### src/rtl/cc_pkg.sv
// cc_pkg: shared CC link definitions for the serial transmitter and receiver.
package cc_pkg;
    typedef enum logic [2:0] {IDLE, START, DATA, STOP, WRITE, BREAK} cc_state_e;
`ifdef CFDR
    localparam int CC_SUBFRAME = 2048;
`else
    localparam int CC_SUBFRAME = 48;
`endif
    localparam int CC_BIT_PERIOD = 51;
endpackage

### src/rtl/cc_rx_sync.sv
// cc_rx_sync: two-flop synchroniser for the serial line plus falling-edge detect.
module cc_rx_sync (
    input  logic clock,
    input  logic reset,
    input  logic rx_i,
    output logic rx_s_o,
    output logic fall_o
);
    logic [1:0] sync_q;
    logic       prev_q;
    always_ff @(posedge clock) begin
        if (reset) begin
            sync_q <= 2'b11;
            prev_q <= 1'b1;
        end else begin
            sync_q <= {sync_q[0], rx_i};
            prev_q <= sync_q[1];
        end
    end
    assign rx_s_o = sync_q[1];
    assign fall_o = prev_q & ~sync_q[1];
endmodule

### src/rtl/cc_receive.sv
// cc_receive: 8N1 serial byte receiver writing bytes to a buffer and flagging
// completed frames of SUBFRAME bytes.
module cc_receive import cc_pkg::*; #(
    parameter int SUBFRAME     = CC_SUBFRAME,
    parameter int BIT_PERIOD   = CC_BIT_PERIOD,
    parameter int IDLE_TIMEOUT = 4096,
    parameter int AW           = 12
) (
    input  logic          clock,
    input  logic          reset,
    input  logic          rx,
    output logic [AW-1:0] wraddress,
    output logic [7:0]    wrdata,
    output logic          wren,
    output logic          frame_done,
    output logic          frame_err,
    output logic          busy
);
    localparam int BW = $clog2(BIT_PERIOD) + 1;
    localparam int IW = $clog2(IDLE_TIMEOUT) + 1;
    localparam int CW = 13;
    localparam logic [BW-1:0] HALF_T = BW'(BIT_PERIOD / 2 - 1);
    localparam logic [BW-1:0] BIT_T  = BW'(BIT_PERIOD - 1);
    localparam logic [IW-1:0] IDLE_T = IW'(IDLE_TIMEOUT - 1);
    localparam logic [CW-1:0] SF_C   = CW'(SUBFRAME);

    cc_state_e     state_q, state_d;
    logic [BW-1:0] cnt_q, cnt_d;
    logic [2:0]    idx_q, idx_d;
    logic [7:0]    shift_q, shift_d, wrdata_q, wrdata_d;
    logic [IW-1:0] idle_q, idle_d;
    logic [CW-1:0] count_q, count_d;
    logic [AW-1:0] addr_q, addr_d;
    logic          wren_q, wren_d, done_q, done_d, err_q, err_d;
    logic          rx_s, fall;

    cc_rx_sync u_sync (
        .clock  (clock),
        .reset  (reset),
        .rx_i   (rx),
        .rx_s_o (rx_s),
        .fall_o (fall)
    );

    always_ff @(posedge clock) begin
        if (reset) begin
            state_q  <= IDLE;
            cnt_q    <= '0;
            idx_q    <= '0;
            shift_q  <= '0;
            wrdata_q <= '0;
            idle_q   <= '0;
            count_q  <= '0;
            addr_q   <= '0;
            wren_q   <= 1'b0;
            done_q   <= 1'b0;
            err_q    <= 1'b0;
        end else begin
            state_q  <= state_d;
            cnt_q    <= cnt_d;
            idx_q    <= idx_d;
            shift_q  <= shift_d;
            wrdata_q <= wrdata_d;
            idle_q   <= idle_d;
            count_q  <= count_d;
            addr_q   <= addr_d;
            wren_q   <= wren_d;
            done_q   <= done_d;
            err_q    <= err_d;
        end
    end

    always_comb begin
        state_d  = state_q;
        cnt_d    = cnt_q + 1'b1;
        idx_d    = idx_q;
        shift_d  = shift_q;
        wrdata_d = wrdata_q;
        idle_d   = idle_q;
        count_d  = count_q;
        addr_d   = addr_q;
        wren_d   = 1'b0;
        done_d   = 1'b0;
        err_d    = 1'b0;
        case (state_q)
            IDLE: begin
                cnt_d = '0;
                if (fall) begin
                    state_d = START;
                    idle_d  = '0;
                end else if (count_q != '0) begin
                    // a partial frame left idle too long is abandoned
                    if (idle_q == IDLE_T) begin
                        err_d   = 1'b1;
                        count_d = '0;
                        addr_d  = '0;
                        idle_d  = '0;
                    end else begin
                        idle_d = idle_q + 1'b1;
                    end
                end
            end
            START: begin
                if (cnt_q == HALF_T) begin
                    cnt_d   = '0;
                    idx_d   = '0;
                    state_d = rx_s ? IDLE : DATA;
                end
            end
            DATA: begin
                if (cnt_q == BIT_T) begin
                    cnt_d          = '0;
                    shift_d[idx_q] = rx_s;
                    idx_d          = idx_q + 1'b1;
                    state_d        = (idx_q == 3'd7) ? STOP : DATA;
                end
            end
            STOP: begin
                if (cnt_q == BIT_T) begin
                    cnt_d    = '0;
                    state_d  = rx_s ? WRITE : BREAK;
                    wren_d   = rx_s;
                    wrdata_d = rx_s ? shift_q : wrdata_q;
                    err_d    = ~rx_s;
                end
            end
            WRITE: begin
                cnt_d   = '0;
                state_d = IDLE;
                done_d  = (count_q + 1'b1 == SF_C);
                count_d = done_d ? '0 : count_q + 1'b1;
                addr_d  = done_d ? '0 : addr_q + 1'b1;
            end
            BREAK: begin
                cnt_d   = '0;
                state_d = rx_s ? IDLE : BREAK;
            end
            default: state_d = IDLE;
        endcase
    end

    assign wraddress  = addr_q;
    assign wrdata     = wrdata_q;
    assign wren       = wren_q;
    assign frame_done = done_q;
    assign frame_err  = err_q;
    assign busy       = (state_q != IDLE);
endmodule

### config.mk
export PLATFORM = sky130hd
export DESIGN_NAME = cc_receive
export DESIGN_NICKNAME = d
export VERILOG_FILES = /design/src/rtl/cc_pkg.sv /design/src/rtl/cc_rx_sync.sv /design/src/rtl/cc_receive.sv
export SDC_FILE = /design/constraint.sdc
export NUM_CORES = 1
export LEC_CHECK = 0
export ABC_AREA = 1
export ABC_CLOCK_PERIOD_IN_PS = 2600
export CAP_MARGIN = 30
export CELL_PAD_IN_SITES_DETAIL_PLACEMENT = 1
export CELL_PAD_IN_SITES_GLOBAL_PLACEMENT = 2
export CORE_ASPECT_RATIO = 1.4
export CORE_UTILIZATION = 35
export DETAILED_ROUTE_END_ITERATION = 7
export PLACE_DENSITY = 0.89
export SYNTH_ARGS = -nofsm -noshare
export SYNTH_HDL_FRONTEND = slang
export SYNTH_SLANG_ARGS = --single-unit
export TNS_END_PERCENT = 50
### constraint.sdc
create_clock -name clock -period 2.6 [get_ports clock]
set_input_delay 0.52 -clock clock [delete_from_list [all_inputs] [get_ports clock]]
set_output_delay 0.52 -clock clock [all_outputs]
set_load 0.05 [all_outputs]
## After elaboration in Yosys (flattened, before gate mapping)

Cells that the tools add are included.

- $add $sub $neg: 5
- Magnitude comparators: 2
- Eq/ne operators: 17
- Muxes and demuxes: 36
- Bitwise operators: 5
- Reductions and logical operators: 17

Operator list:

| operator | count |
|---|---|
| 2-to-1 mux 13 bit | 7 |
| 2-to-1 mux 12 bit | 4 |
| adder 13 x 1 -> 13 bit (second input constant) | 2 |
| one-hot mux 13 bit (2 select lines) | 1 |
| one-hot mux 12 bit (2 select lines) | 1 |
| 2-to-1 mux 3 bit | 7 |
| one-hot mux 7 bit (3 select lines) | 1 |
| one-hot mux 3 bit (5 select lines) | 1 |
| 2-to-1 mux 7 bit | 2 |
| inequality test 2 bit (second input constant) | 7 |
| == test 13 x 12 -> 1 bit (second input constant) | 1 |
| == test 13 x 6 -> 1 bit (second input constant) | 1 |
| nonzero test 13 bit | 1 |
| adder 12 x 1 -> 12 bit (second input constant) | 1 |
| == test 3 bit (second input constant) | 3 |
| bitwise mux 8 bit | 1 |
| AND reduction 4 bit | 2 |
| adder 7 x 1 -> 7 bit (second input constant) | 1 |
| == test 7 x 5 -> 1 bit (second input constant) | 1 |
| == test 7 x 6 -> 1 bit (second input constant) | 1 |
| 2-to-1 mux 1 bit | 7 |
| == test 3 x 2 -> 1 bit (second input constant) | 2 |
| one-hot mux 3 bit (2 select lines) | 1 |
| AND reduction 3 bit | 2 |
| 16 further kinds | 24 |

- Register bits: 73
- Input port bits: 3
- Output and inout bits: 24
- Logic and storage cells: 95

## Longest topological paths before layout

Gate-level depths: netlist (run 1).

- Depth in word-level cells: 5
- Depth in mapped cells: 13
- Depth with buffers taken out: 13

## Hierarchy

A second synthesis (run 1) with hierarchy kept.

- Cell total of the unflattened synthesis: 581
- Area total of the unflattened synthesis: 3,813.7 µm²

By module, submodules not included:

| module | instances | cells each | area each (µm²) | sequential area each (µm²) |
|---|---|---|---|---|
| cc_receive | 1 | 569 | 3,719.8 | 1,401.3 |
| cc_rx_sync | 1 | 12 | 93.8 | 60.1 |

## Worst setup path after synthesis (run 1)

No wires, ideal clock.

- Kind: register to register
- Start point: register addr_q[1] (netlist: wraddress[1])
- End point: register addr_q[8] (netlist: wraddress[8])
- Library setup time: 0.070 ns
- Arrival time: 1.798 ns
- Required time: 2.530 ns
- Setup slack: 0.732 ns
- Cell stages (with the launch flop): 10
- Buffers on the path: 0
- Clock period less this slack: 1.868 ns
- Cells stage by stage: dfxtp_1 -> ha_1 -> nand3_1 -> nor3b_1 -> nand2_1 -> nor2_1 -> nand3_1 -> nand2_1 -> nand3_1 -> a21oi_1

- Cells in the longest elaborated chain, start to end: 3

Ends and longest elaborated chain:

| element | RTL line | text |
|---|---|---|
| from (decl) | cc_receive.sv:33 | `logic [AW-1:0] addr_q, addr_d;` |
| from (signal assigned) | cc_receive.sv:66 | `addr_q <= addr_d;` |
| adder 12 x 1 -> 12 bit | cc_receive.sv:132 | `addr_d = done_d ? '0 : addr_q + 1'b1;` |
| 2-to-1 mux 12 bit | cc_receive.sv:132 |  |
| one-hot mux 12 bit (2 select lines) | cc_receive.sv:85 | `case (state_q)` |

Every way passes these cells.
A chain may end at the register's enable or synchronous reset.

## Worst setup path after layout (run 1)

- Start point: register idle_q[0]
- End point: register addr_q[6] (netlist: wraddress[6])

- Cells in the longest elaborated chain, start to end: 3

Ends and longest elaborated chain:

| element | RTL line | text |
|---|---|---|
| from (decl) | cc_receive.sv:31 | `logic [IW-1:0] idle_q, idle_d;` |
| from (signal assigned) | cc_receive.sv:64 | `idle_q <= idle_d;` |
| == test 13 x 12 -> 1 bit | cc_receive.sv:93 | `if (idle_q == IDLE_T) begin` |
| inequality test 2 bit (no line) | - |  |
| AND reduction 4 bit (no line) | - |  |

Every way passes these cells.

==> results of run 1 <==
-- how the worst min path moves through the flow --
stage / endpoint
finish: u_sync.sync_q[0]
global route: u_sync.sync_q[0]
CTS: u_sync.sync_q[0]
detailed placement: u_sync.sync_q[1]
global placement: u_sync.sync_q[1]
floorplan: u_sync.sync_q[1]
-- cell usage after synthesis (2+ instances only) --
| cell type | count | area, µm² |
|---|---|---|
| sky130_fd_sc_hd__nand2_1 | 103 | 387 |
| sky130_fd_sc_hd__dfxtp_1 | 73 | 1460 |
| sky130_fd_sc_hd__inv_1 | 65 | 244 |
| sky130_fd_sc_hd__nor2_1 | 60 | 225 |
| sky130_fd_sc_hd__nand3_1 | 44 | 220 |
| sky130_fd_sc_hd__a21oi_1 | 33 | 165 |
| sky130_fd_sc_hd__o21ai_0 | 22 | 110 |
| sky130_fd_sc_hd__nand3_2 | 16 | 160 |
| sky130_fd_sc_hd__nand4_1 | 12 | 75.1 |
| sky130_fd_sc_hd__inv_2 | 10 | 37.5 |
| sky130_fd_sc_hd__nor3_1 | 10 | 50.1 |
| sky130_fd_sc_hd__a21oi_2 | 9 | 78.8 |
| sky130_fd_sc_hd__ha_1 | 9 | 113 |
| sky130_fd_sc_hd__nand2_2 | 8 | 50.1 |
| sky130_fd_sc_hd__clkbuf_1 | 7 | 26.3 |
| sky130_fd_sc_hd__nor4_1 | 7 | 43.8 |
| sky130_fd_sc_hd__a211oi_1 | 6 | 45.0 |
| sky130_fd_sc_hd__xor2_1 | 6 | 52.6 |
| sky130_fd_sc_hd__nor2_2 | 5 | 31.3 |
| sky130_fd_sc_hd__nor2_4 | 5 | 56.3 |
| sky130_fd_sc_hd__o21a_1 | 4 | 30.0 |
| sky130_fd_sc_hd__xnor2_1 | 4 | 35.0 |
| sky130_fd_sc_hd__buf_2 | 3 | 15.0 |
| sky130_fd_sc_hd__buf_4 | 3 | 22.5 |
| sky130_fd_sc_hd__nor3b_2 | 3 | 37.5 |
| sky130_fd_sc_hd__o21ai_1 | 3 | 15.0 |
| sky130_fd_sc_hd__or2_2 | 3 | 18.8 |
| sky130_fd_sc_hd__a211oi_2 | 2 | 25.0 |
| sky130_fd_sc_hd__nor3_2 | 2 | 20.0 |
| sky130_fd_sc_hd__o211ai_1 | 2 | 15.0 |
-- cells by family (layout without fill, tap and decap cells) --
group,count (synthesis),count (layout)
AOI/OAI and AO/OA,83,83
and+or+nand+nor,285,285
buffers and inverters,91,120
xor gates and xnor gates,10,10
DFF,73,73
adders and majority gates,9,9
-- timing repair --
item | 4_1_cts | 5_1_grt
endpoints found under the setup margin | 0 | 1
resized for setup | 0 | 1
hold endpoints to repair | 0 | 0
-- report_power, final --
group	leakage (nW)	internal [mW]	switching, mW
registers	0.589	1.15	0.0283
logic	1.04	0.103	0.295
clock network	0.151	0.858	0.476
total	1.78	2.11	0.799
-- layout by cell type, fill, tap and decap left out, drive strengths merged, types with 6 or more instances in the layout --
cell type,Yosys,routed
xor2,6,6
clkdlybuf4s50,0,24
clkbuf,7,10
nor2,70,70
dfxtp,73,73
nor3,13,13
ha,9,9
a211oi,8,8
inv,75,75
nand2,112,112
o21ai,25,25
nand4,12,12
nor4,7,7
nand3,61,61
a21oi,42,42
-- per-layer routing --
| metal | vias to the layer above | part of all wire (%) | GRT usage [%] |
|---|---|---|---|
| li1 | 1852 | - | - |
| met1 | 1790 | 41 | 20.4 |
| met2 | 41 | 54 | 38.2 |
| met3 | 21 | 2.3 | 3.38 |
| met4 | 0 | 2.4 | 8.64 |
| met5 | - | 0 | 0 |
-- cell type report --
class                   count  area [µm²]
fillers                  1405        6310
repair buffers             29         280
clock buffers              10         239
well taps                 141         176
multi-input cells         387        2150
inverters                  76         285
clock inverters             5        80.1
flip-flops and latches     73        1460
-- flip-flops by register name, summed over array words and instances (netlist names) --
signal	cells
idle_q	13
idx_q	3
count_q	13
shift_q	8
cnt_q	7
u_sync.sync_q	2
wraddress	12
frame_done	1
u_sync.prev_q	1
wrdata	8
state_q	3
wren	1
frame_err	1
==> metrics.txt, run 1 <==
count of antenna diodes in the layout=0; total setup violations reported at the end of the flow=0; Final Cycle Share=83.4%; Worst Skew=0.00474 ns; largest fanout of any net on the critical path=23; max_slew headroom=44.2%; largest family of logic cells by synthesized area=simple AND/OR/NAND/NOR gates; kind of critical path=flop to flop; leading register cell type out of synthesis=sky130_fd_sc_hd__dfxtp_1; number of violations reported at the end of detailed-routing iteration 0=138; CTS tree=built; final core utilization=42.6%; required time at the endpoint of the critical path=2.87 ns; flop-to-flop setup slack=0.43 ns; fraction of the mapped netlist area in simple logic gates=36.3%; syn_area_per_cell=7.23 µm²; Setup Buffers After CTS=0; nets@finish=588; worst-case setup margin in the final layout=0.432 ns; final hold violation count=0; residual antenna-violating net count after detailed routing=0; placeable core region=0.0110 mm²; static leakage=1.78 nW; startpoint of the worst setup timing path=idle_q[0]; max-slew violation total from the final report=0; WL/cell=14.7 µm; overall fraction of global-route tracks in use=19.7%; GRT Residual Overflow=0; Synthesized Nets=563; routed wire length=10.6 mm; DIE AREA=0.0118 mm²; Reg clk slew, reported paths=0.06 ns; Synth Area in XOR/XNOR=2.20%; worst reg2reg path startpoint=idle_q[0]; fraction of synthesis flops using an asynchronous set or reset pin=0%; total clock sinks=73; sequential cell area fraction in the yosys report=36.7%; antenna violations before repair=0; share of post-route cells with drive strength above 1=15.0%; hold wc startpoint=reset; drt first pass iters=4; Area Overhead vs Synth=17.3%; achievable clock frequency=461 MHz; number of CTS-inserted buffers=9; clock insertion delay at the later pin of the skew report=0.34 ns; dpl cells=706; portion of netlist area occupied by mux cells=0%; DIE WIDTH=92.2 µm; number of cells on the worst reg-to-reg path=13; Starting Density=36.3%; clock root buffer=sky130_fd_sc_hd__clkbuf_16; final weighted congestion in routability-driven placement=0.784; maximum number of pins on one net before global-route repair=44; element type at the critical path start=flop; status=completed; number of rows in the core area=45; number of H-tree levels=3; total negative slack for setup checks=0 ns; share of synthesized cell area in full adder, half adder and majority cells=2.83%; Critical R2R Capture=wraddress[6]; number of design rule violations left after detail routing=0; worst voltage drop across the vdd grid=0.406 mV; post-route design area=0.00467 mm²; height of the die=128 µm; series of cell instances along the critical path=ha_1, nand3_1, inv_1, nand2_1, nor2_1, nand3_1, nand2_1, nand2_2, inv_2, nand2_1, nand2_1, nand2_1, a21oi_2; number of max-cap violations=0; yosys synthesis warning count=0; nature of the critical path endpoint=flop; final critical-path required period=2.17 ns; number of synthesized flops with an enable pin=0; number of standard cells in the layout, taps in and fillers out=721; overall power after layout=2.91 mW; biggest cell delay along the critical path=0.38 ns; via density per instance=5.14; number of hold-repair buffers added at the cts stage=0; post-synthesis cell count=551; post-detailed-placement cell area=0.00435 mm²; via count of the first global-routing pass=3,955; family with the most delay on the worst path=simple AND/OR/NAND/NOR gates; WP buf/inv=2; class of the tightest hold or removal check=input pin to flop; Critical Path Slowest Stage Cell=sky130_fd_sc_hd__dfxtp_1; slew of the pin with the lowest slew margin=0.836 ns; Worst EP arrival=2.44 ns; post-synthesis register bit count=73; first-pass GRT wire length=18.3 mm; Placement Setup Slack=0.445 ns; Compound-Gate Fraction of Synth Area=12.6%; total number of cells along the worst setup path=13; HPWL after detailed placement=7.64 mm; worst setup path endpoint=wraddress[6]; synth unique cells=42; hold path depth=2; routed via count=3,704; number of buffers inserted by port buffering=26; dominant cell type by count on the critical path=sky130_fd_sc_hd__nand2_1; RSZ-0062 raised after global routing=no; Mapped Area=0.00398 mm²; final hold slack=0.403 ns; power per cell area=623 mW/mm²; IO Pins=27; maximum buffer depth of the clock tree=2
No activity file was read; power rests on OpenSTA's default activity.
==> run 2: changes to the inputs <==
--- a/config.mk
+++ b/config.mk
@@ -6,14 +6,14 @@
 export NUM_CORES = 1
 export LEC_CHECK = 0
 export ABC_AREA = 1
-export ABC_CLOCK_PERIOD_IN_PS = 2600
+export ABC_CLOCK_PERIOD_IN_PS = 2000
 export CAP_MARGIN = 30
 export CELL_PAD_IN_SITES_DETAIL_PLACEMENT = 1
 export CELL_PAD_IN_SITES_GLOBAL_PLACEMENT = 2
 export CORE_ASPECT_RATIO = 1.4
-export CORE_UTILIZATION = 35
+export CORE_UTILIZATION = 34
 export DETAILED_ROUTE_END_ITERATION = 7
-export PLACE_DENSITY = 0.89
+export PLACE_DENSITY = 0.87
 export SYNTH_ARGS = -nofsm -noshare
 export SYNTH_HDL_FRONTEND = slang
 export SYNTH_SLANG_ARGS = --single-unit
==> constraint.sdc (replaced) <==
create_clock -name clock -period 2 [get_ports clock]
set_input_delay 0.4 -clock clock [delete_from_list [all_inputs] [get_ports clock]]
set_output_delay 0.4 -clock clock [all_outputs]
set_load 0.05 [all_outputs]
==> run 2 against run 1 <==
Against the previous run:
- flip-flop and latch count is the same
- sequential power is 30% higher
- total power grew 28%
- hold slack better by 0.024 ns
- setup slack got worse by 0.38 ns
- wire length rose by 3.4%
- largest power group unchanged
==> metrics.txt, run 2 (synthesis results as in run 1) <==
overall power after layout=3.71 mW (+28%); final core utilization=42.4% (-0.19 points); family with the most delay on the worst path=buffers and inverters; CTS tree=built; HPWL after detailed placement=8.27 mm (+8.2%); series of cell instances along the critical path=clkdlybuf4s50_1; DIE WIDTH=93.5 µm (+1.4%); post-detailed-placement cell area=0.00443 mm² (+1.9%); slew of the pin with the lowest slew margin=0.572 ns (-0.264 ns); number of max-cap violations=0 (unchanged); kind of critical path=flop to output pin; maximum number of pins on one net before global-route repair=45 (+2.3%); height of the die=130 µm (+1.4%); routed via count=3,726 (+0.59%); max-slew violation total from the final report=0 (unchanged); Worst Skew=0.00902 ns (+0.00427 ns); number of hold-repair buffers added at the cts stage=0 (unchanged); final weighted congestion in routability-driven placement=0.804 (+2.5%); commonest cells after routing, fill and taps aside=sky130_fd_sc_hd__nand2_1 (101), sky130_fd_sc_hd__dfxtp_1 (71), sky130_fd_sc_hd__inv_1 (65); WP buf/inv=1 (-1); clock insertion delay at the later pin of the skew report=0.34 ns (about the same); worst-case setup margin in the final layout=0.0555 ns (-0.377 ns); largest fanout of any net on the critical path=4 (-83%); Area Overhead vs Synth=21.2%; residual antenna-violating net count after detailed routing=0 (unchanged); element type at the critical path start=flop; required time at the endpoint of the critical path=1.60 ns (-1.27 ns); number of violations reported at the end of detailed-routing iteration 0=121 (-12%); DIE AREA=0.0122 mm² (+2.9%); static leakage=1.93 nW (+8.3%); Starting Density=34.9% (-1.3 points); Placement Setup Slack=0.00627 ns (-0.439 ns); share of post-route cells with drive strength above 1=19.5% (+4.5 points); number of design rule violations left after detail routing=0 (unchanged); GRT Residual Overflow=0 (unchanged); hold wc startpoint=u_sync.sync_q[0]; Critical Path Slowest Stage Cell=sky130_fd_sc_hd__clkdlybuf4s50_1; nets@finish=603 (+2.6%); number of rows in the core area=46 (+2.2%); status=completed; Final Cycle Share=97.2%; drt first pass iters=4 (unchanged); number of H-tree levels=3 (unchanged); via density per instance=5.04 (-2.0%); maximum buffer depth of the clock tree=2 (unchanged); count of antenna diodes in the layout=0 (unchanged); placeable core region=0.0114 mm² (+3.8%); achievable clock frequency=514 MHz; via count of the first global-routing pass=3,869 (-2.2%); antenna violations before repair=0 (unchanged); max_slew headroom=61.9% (+18 points); overall fraction of global-route tracks in use=19.1% (-0.61 points); worst reg2reg path startpoint=count_q[0]; startpoint of the worst setup timing path=wraddress[10]; total clock sinks=73 (unchanged); total setup violations reported at the end of the flow=0 (unchanged); routed wire length=10.9 mm (+3.4%); post-route design area=0.00483 mm² (+3.3%); nature of the critical path endpoint=output pin; class of the tightest hold or removal check=flop to flop; number of buffers inserted by port buffering=26 (unchanged); number of CTS-inserted buffers=9 (unchanged); worst voltage drop across the vdd grid=0.449 mV (+11%); clock root buffer=sky130_fd_sc_hd__clkbuf_16; first-pass GRT wire length=18.3 mm (about the same); Reg clk slew, reported paths=0.06 ns (about the same); power per cell area=769 mW/mm² (+23%); Worst EP arrival=1.54 ns (-0.90 ns); biggest cell delay along the critical path=0.82 ns (+0.44 ns); most frequent standard cell in the layout excluding fill and tap cells=sky130_fd_sc_hd__nand2_1; final critical-path required period=1.94 ns; WL/cell=14.8 µm (+0.74%); IO Pins=27 (unchanged); final hold violation count=0 (unchanged)
-- run 2: changes by cell type in the layout (fill, tap and decap cells not counted), sizes merged, moves of 2 or more --
| cell | delta |
|---|---|
| buf | +19 |
| clkdlybuf4s50 | -8 |
| clkinv | +2 |
| dlygate4sd2 | +2 |
| dlymetal6s2s | +2 |
| inv | +2 |
-- run 2: power by group --
group          internal [mW]  switching, mW
clock                  0.976          0.665
sequential              1.49         0.0380
combinational          0.147          0.390
-- run 2: path summary, 6_finish.rpt --
kind                       to  slack, ns  depth (start not counted)
min reg2reg  u_sync.sync_q[1]       0.43                          1
min          u_sync.sync_q[1]       0.43                          1
max reg2reg      wraddress[1]       0.12                         11
max             wraddress[10]       0.06                          1
-- run 2: through the flow --
step	hold slack (ns)	instances	TNS [ns]
3_5_place_dp	0.422	719	0
2_1_floorplan	0.389	551	0
3_3_place_gp	0.391	719	0
4_1_cts	0.434	735	0
5_1_grt	0.448	740	-0.0330
6_report	0.426	740	0
-- run 2: cell type report --
cell class,count,area [µm²]
repair buffers,44,410
inverters,76,285
fillers,1452,6570
flip-flops and latches,73,1460
clock inverters,7,77.6
clock buffers,9,225
well taps,144,180
multi-input cells,387,2190
-- run 2: repair_timing --
item,in CTS,in global routing
resized for setup,3,14
setup buffers,0,5
pin swaps,1,0
setup endpoints to repair,6,37
endpoints found under the hold margin,0,0
-- run 2: routing by layer --
layer | GRT usage, % | vias up | part of all wire, %
met4 | 6.33 | 0 | 1.3
met2 | 37.8 | 25 | 56
met3 | 3.15 | 11 | 1.4
met1 | 20.2 | 1803 | 41
li1 | - | 1887 | -
met5 | 0 | - | 0
==> run 3: changes to the inputs <==
--- a/config.mk
+++ b/config.mk
@@ -5,15 +5,14 @@
 export SDC_FILE = /design/constraint.sdc
 export NUM_CORES = 1
 export LEC_CHECK = 0
-export ABC_AREA = 1
 export ABC_CLOCK_PERIOD_IN_PS = 2000
 export CAP_MARGIN = 30
 export CELL_PAD_IN_SITES_DETAIL_PLACEMENT = 1
 export CELL_PAD_IN_SITES_GLOBAL_PLACEMENT = 2
 export CORE_ASPECT_RATIO = 1.4
-export CORE_UTILIZATION = 34
+export CORE_UTILIZATION = 35
 export DETAILED_ROUTE_END_ITERATION = 7
-export PLACE_DENSITY = 0.87
+export PLACE_DENSITY = 0.86
 export SYNTH_ARGS = -nofsm -noshare
 export SYNTH_HDL_FRONTEND = slang
 export SYNTH_SLANG_ARGS = --single-unit
==> run 3 against run 2 <==
Against the previous run:
- the flow now finishes with violations (negative setup slack)
- clock skew fell by 0.0044 ns
- hold slack hardly changed
- setup slack worse by 0.15 ns
- critical path depth is 8 higher
- register-to-register slack worse by 0.21 ns
- non-clock buffer count is 41 higher
- combinational power is 82% lower
- via count shrank 12%
- synthesized cell count decreased by 24%
- sequential share of layout area down 0.21 points
==> metrics.txt, run 3 <==
final critical-path required period=2.09 ns (+0.148 ns); post-synthesis register bit count=73 (unchanged); Synthesized Nets=429 (-24%); Final Cycle Share=105% (+7.4 points); via count of the first global-routing pass=3,415 (-12%); DIE WIDTH=87.2 µm (-6.7%); max-slew violation total from the final report=0 (unchanged); static leakage=2.00 nW (+3.6%); share of the synthesized area in the top cell type=41.1% (+4.4 points); relative contribution of the clock network to total power=48.9% (+4.7 points); height of the die=121 µm (-6.8%); number of cells on the worst reg-to-reg path=9 (-2); commonest cells after routing, fill and taps aside=sky130_fd_sc_hd__nor2_1 (69), sky130_fd_sc_hd__dfxtp_1 (65), sky130_fd_sc_hd__buf_4 (49); count leader, synth=sky130_fd_sc_hd__dfxtp_1; failing checks=negative setup slack; first-pass GRT wire length=15.8 mm (-14%); antenna violations before repair=0 (unchanged); Worst EP arrival=2.33 ns (+0.79 ns); WL/cell=15.3 µm (+3.5%); flop-to-flop setup slack=-0.09 ns (-0.21 ns); number of hold-repair buffers added at the cts stage=0 (unchanged); fraction of synthesis flops using an asynchronous set or reset pin=0% (unchanged); clock root buffer=sky130_fd_sc_hd__clkbuf_16; worst-case setup margin in the final layout=-0.0926 ns (-0.148 ns); number of H-tree levels=3 (unchanged); most common library cells after synthesis=sky130_fd_sc_hd__dfxtp_1 (73), sky130_fd_sc_hd__nor2_1 (70), sky130_fd_sc_hd__nand2_1 (39), sky130_fd_sc_hd__nand3_1 (23), sky130_fd_sc_hd__mux2i_1 (20); maximum number of pins on one net before global-route repair=38 (-16%); Area Overhead vs Synth=37.6%; worst voltage drop across the vdd grid=0.471 mV (+4.9%); element type at the critical path start=flop; class of the tightest hold or removal check=flop to flop; Reg clk slew, reported paths=0.06 ns (about the same); most frequent standard cell in the layout excluding fill and tap cells=sky130_fd_sc_hd__nor2_1; slew of the pin with the lowest slew margin=0.520 ns (-0.0522 ns); status=finished, violations left; number of CTS-inserted buffers=9 (unchanged); Critical R2R Capture=wraddress[11]; number of rows in the core area=43 (-6.5%); number of synthesized flops with an enable pin=0 (unchanged); sequential cell area fraction in the yosys report=41.1% (+4.4 points); dpl cells=609 (-15%); drt first pass iters=4 (unchanged); final hold violation count=0 (unchanged); kind of critical path=flop to flop; RSZ-0062 raised after global routing=yes; final hold slack=0.427 ns (+0.000389 ns); Starting Density=35.9% (+0.97 points); worst min-delay path endpoint=u_sync.sync_q[1]; multi-input combinational cell area=0.00215 mm² (-1.7%); worst reg2reg path startpoint=count_q[1]; DIE AREA=0.0106 mm² (-13%); residual antenna-violating net count after detailed routing=0 (unchanged); required time at the endpoint of the critical path=2.23 ns (+0.63 ns); synth unique cells=53 (+26%); Worst Skew=0.00457 ns (-0.00445 ns); nets@finish=506 (-16%); GRT Residual Overflow=0 (unchanged); via density per instance=5.18 (+2.8%); IO Pins=27 (unchanged); cell internal pwr=2.36 mW (-9.7%); leading register cell type out of synthesis=sky130_fd_sc_hd__dfxtp_1; final core utilization=49.4% (+7.1 points); power per cell area=623 mW/mm² (-19%); Synth area leaders=sky130_fd_sc_hd__dfxtp_1 (41%), sky130_fd_sc_hd__nor2_1 (7.4%), sky130_fd_sc_hd__mux2i_1 (5.6%); clock insertion delay at the later pin of the skew report=0.34 ns (about the same); hold path depth=1 (unchanged); Mapped Area=0.00356 mm² (-11%); nature of the critical path endpoint=flop; net switching power figure=0.685 mW (-37%); count of antenna diodes in the layout=0 (unchanged); share of post-route cells with drive strength above 1=25.5% (+6.0 points); yosys synthesis warning count=0 (unchanged); number of buffers inserted by port buffering=26 (unchanged); post-synthesis cell count=417 (-24%); cell type with the highest aggregate area in the netlist=sky130_fd_sc_hd__dfxtp_1; achievable clock frequency=478 MHz (-7.1%); filler cell count in the final layout=1,169 (-19%); placeable core region=0.00990 mm² (-13%); number of max-cap violations=0 (unchanged); total clock sinks=73 (unchanged); max_slew headroom=65.3% (+3.4 points); number of standard cells in the layout, taps in and fillers out=634 (-14%); number of violations reported at the end of detailed-routing iteration 0=92 (-24%); relative contribution of sequential cells to total power=48.0% (+6.7 points); overall fraction of global-route tracks in use=19.4% (+0.26 points); syn_area_per_cell=8.53 µm² (+18%); final weighted congestion in routability-driven placement=0.801 (-0.39%); total setup violations reported at the end of the flow=3 (+3); relative contribution of combinational cells to total power=3.1% (-11 points); number of design rule violations left after detail routing=0 (unchanged); footprint of the flip-flops and latches=0.00147 mm² (+0.68%); hold wc startpoint=u_sync.sync_q[0]; routed via count=3,283 (-12%); largest fanout of any net on the critical path=8 (+4); routed wire length=9.70 mm (-11%); HPWL after detailed placement=6.62 mm (-20%); CTS tree=built; switching part of the total=22.5% (-7.0 points); maximum buffer depth of the clock tree=2 (unchanged)
-- run 3: cell types whose count changed in the layout (fill, tap and decap cells not counted), moves of 15 or more --
| cell | change |
|---|---|
| sky130_fd_sc_hd__nand3_1 | -28 |
| sky130_fd_sc_hd__a21oi_1 | -22 |
| sky130_fd_sc_hd__inv_1 | -56 |
| sky130_fd_sc_hd__nand2_1 | -64 |
| sky130_fd_sc_hd__o21ai_0 | -15 |
| sky130_fd_sc_hd__buf_4 | +29 |
| sky130_fd_sc_hd__mux2i_1 | +20 |
-- run 3: worst max-delay path, cell delays in order, from the launching register on --
cell	delay (ns)
sky130_fd_sc_hd__dfxtp_2	0.36
sky130_fd_sc_hd__buf_6	0.11
sky130_fd_sc_hd__ha_4	0.15
sky130_fd_sc_hd__nand3_4	0.08
sky130_fd_sc_hd__o31a_1	0.28
sky130_fd_sc_hd__a2111oi_4	0.31
sky130_fd_sc_hd__a31oi_4	0.18
sky130_fd_sc_hd__buf_12	0.18
sky130_fd_sc_hd__a21o_1	0.16
sky130_fd_sc_hd__a22o_1	0.17
-- run 3: how the worst max path moves through the flow --
stage / from / to / slack [ns] / cells past startpoint
CTS: count_q[1] / wraddress[11] / -0.07 / 9
global placement: count_q[0] / count_q[6] / -0.25 / 8
floorplan: count_q[0] / count_q[1] / 0.02 / 7
finish: count_q[1] / wraddress[11] / -0.09 / 9
detailed placement: count_q[0] / count_q[4] / -0.25 / 10
global route: count_q[1] / wraddress[10] / -0.15 / 9
-- run 3: cells by family after synthesis --
logic type,synth area share [%]
and+or+nand+nor,29.9
DFF,41.1
AOI/OAI and AO/OA,11.9
buffers and inverters,3.41
xor gates and xnor gates,4.93
muxes,5.63
adders and majority gates,3.17
-- run 3: routing by layer --
metal | vias up | GRT usage (%) | wire, µm
li1 | 1613 | - | -
met1 | 1611 | 20.0 | 3930
met2 | 39 | 36.1 | 5310
met3 | 20 | 4.56 | 225
met4 | 0 | 9.02 | 240
met5 | - | 0 | 0
-- run 3: timing repair --
action                     4_1_cts  5_1_grt
cloned                           1        0
resized for setup               18       45
setup buffers                    4        5
setup endpoints to repair       21       61
pin swaps                        8       11
hold endpoints to repair         0        0
-- run 3: area by class of cell --
cell class                      instances  area share [%]
Clock inverter                          5           0.639
Multi-Input combinational cell        316            43.9
Tap cell                              135            3.45
Timing Repair Buffer                   85            16.3
Inverter                                9           0.690
Sequential cell                        73            30.1
Clock buffer                           11            4.96
-- run 3: metrics by stage --
stage | setup WS [ns] | power (mW) | instance area [µm²] | TNS [ns]
2_1_floorplan | 0.0216 | 1.55 | 3580 | 0
3_3_place_gp | -0.253 | 1.58 | 4330 | -2.86
3_5_place_dp | -0.249 | 1.59 | 4350 | -2.22
4_1_cts | -0.0724 | 3.10 | 4760 | -0.475
5_1_grt | -0.154 | 3.17 | 4890 | -0.843
6_report | -0.0926 | 3.05 | 4890 | -0.268
-- run 3: power by group through the flow --
| stage | sequential (mW) | combinational [mW] | clock, mW |
|---|---|---|---|
| detailed placement | 1.50 | 0.0921 | 0 |
| finish | 1.46 | 0.0942 | 1.49 |
| floorplan | 1.50 | 0.0530 | 0 |
| CTS | 1.46 | 0.0934 | 1.54 |
| global route | 1.46 | 0.104 | 1.60 |
| global placement | 1.50 | 0.0872 | 0 |
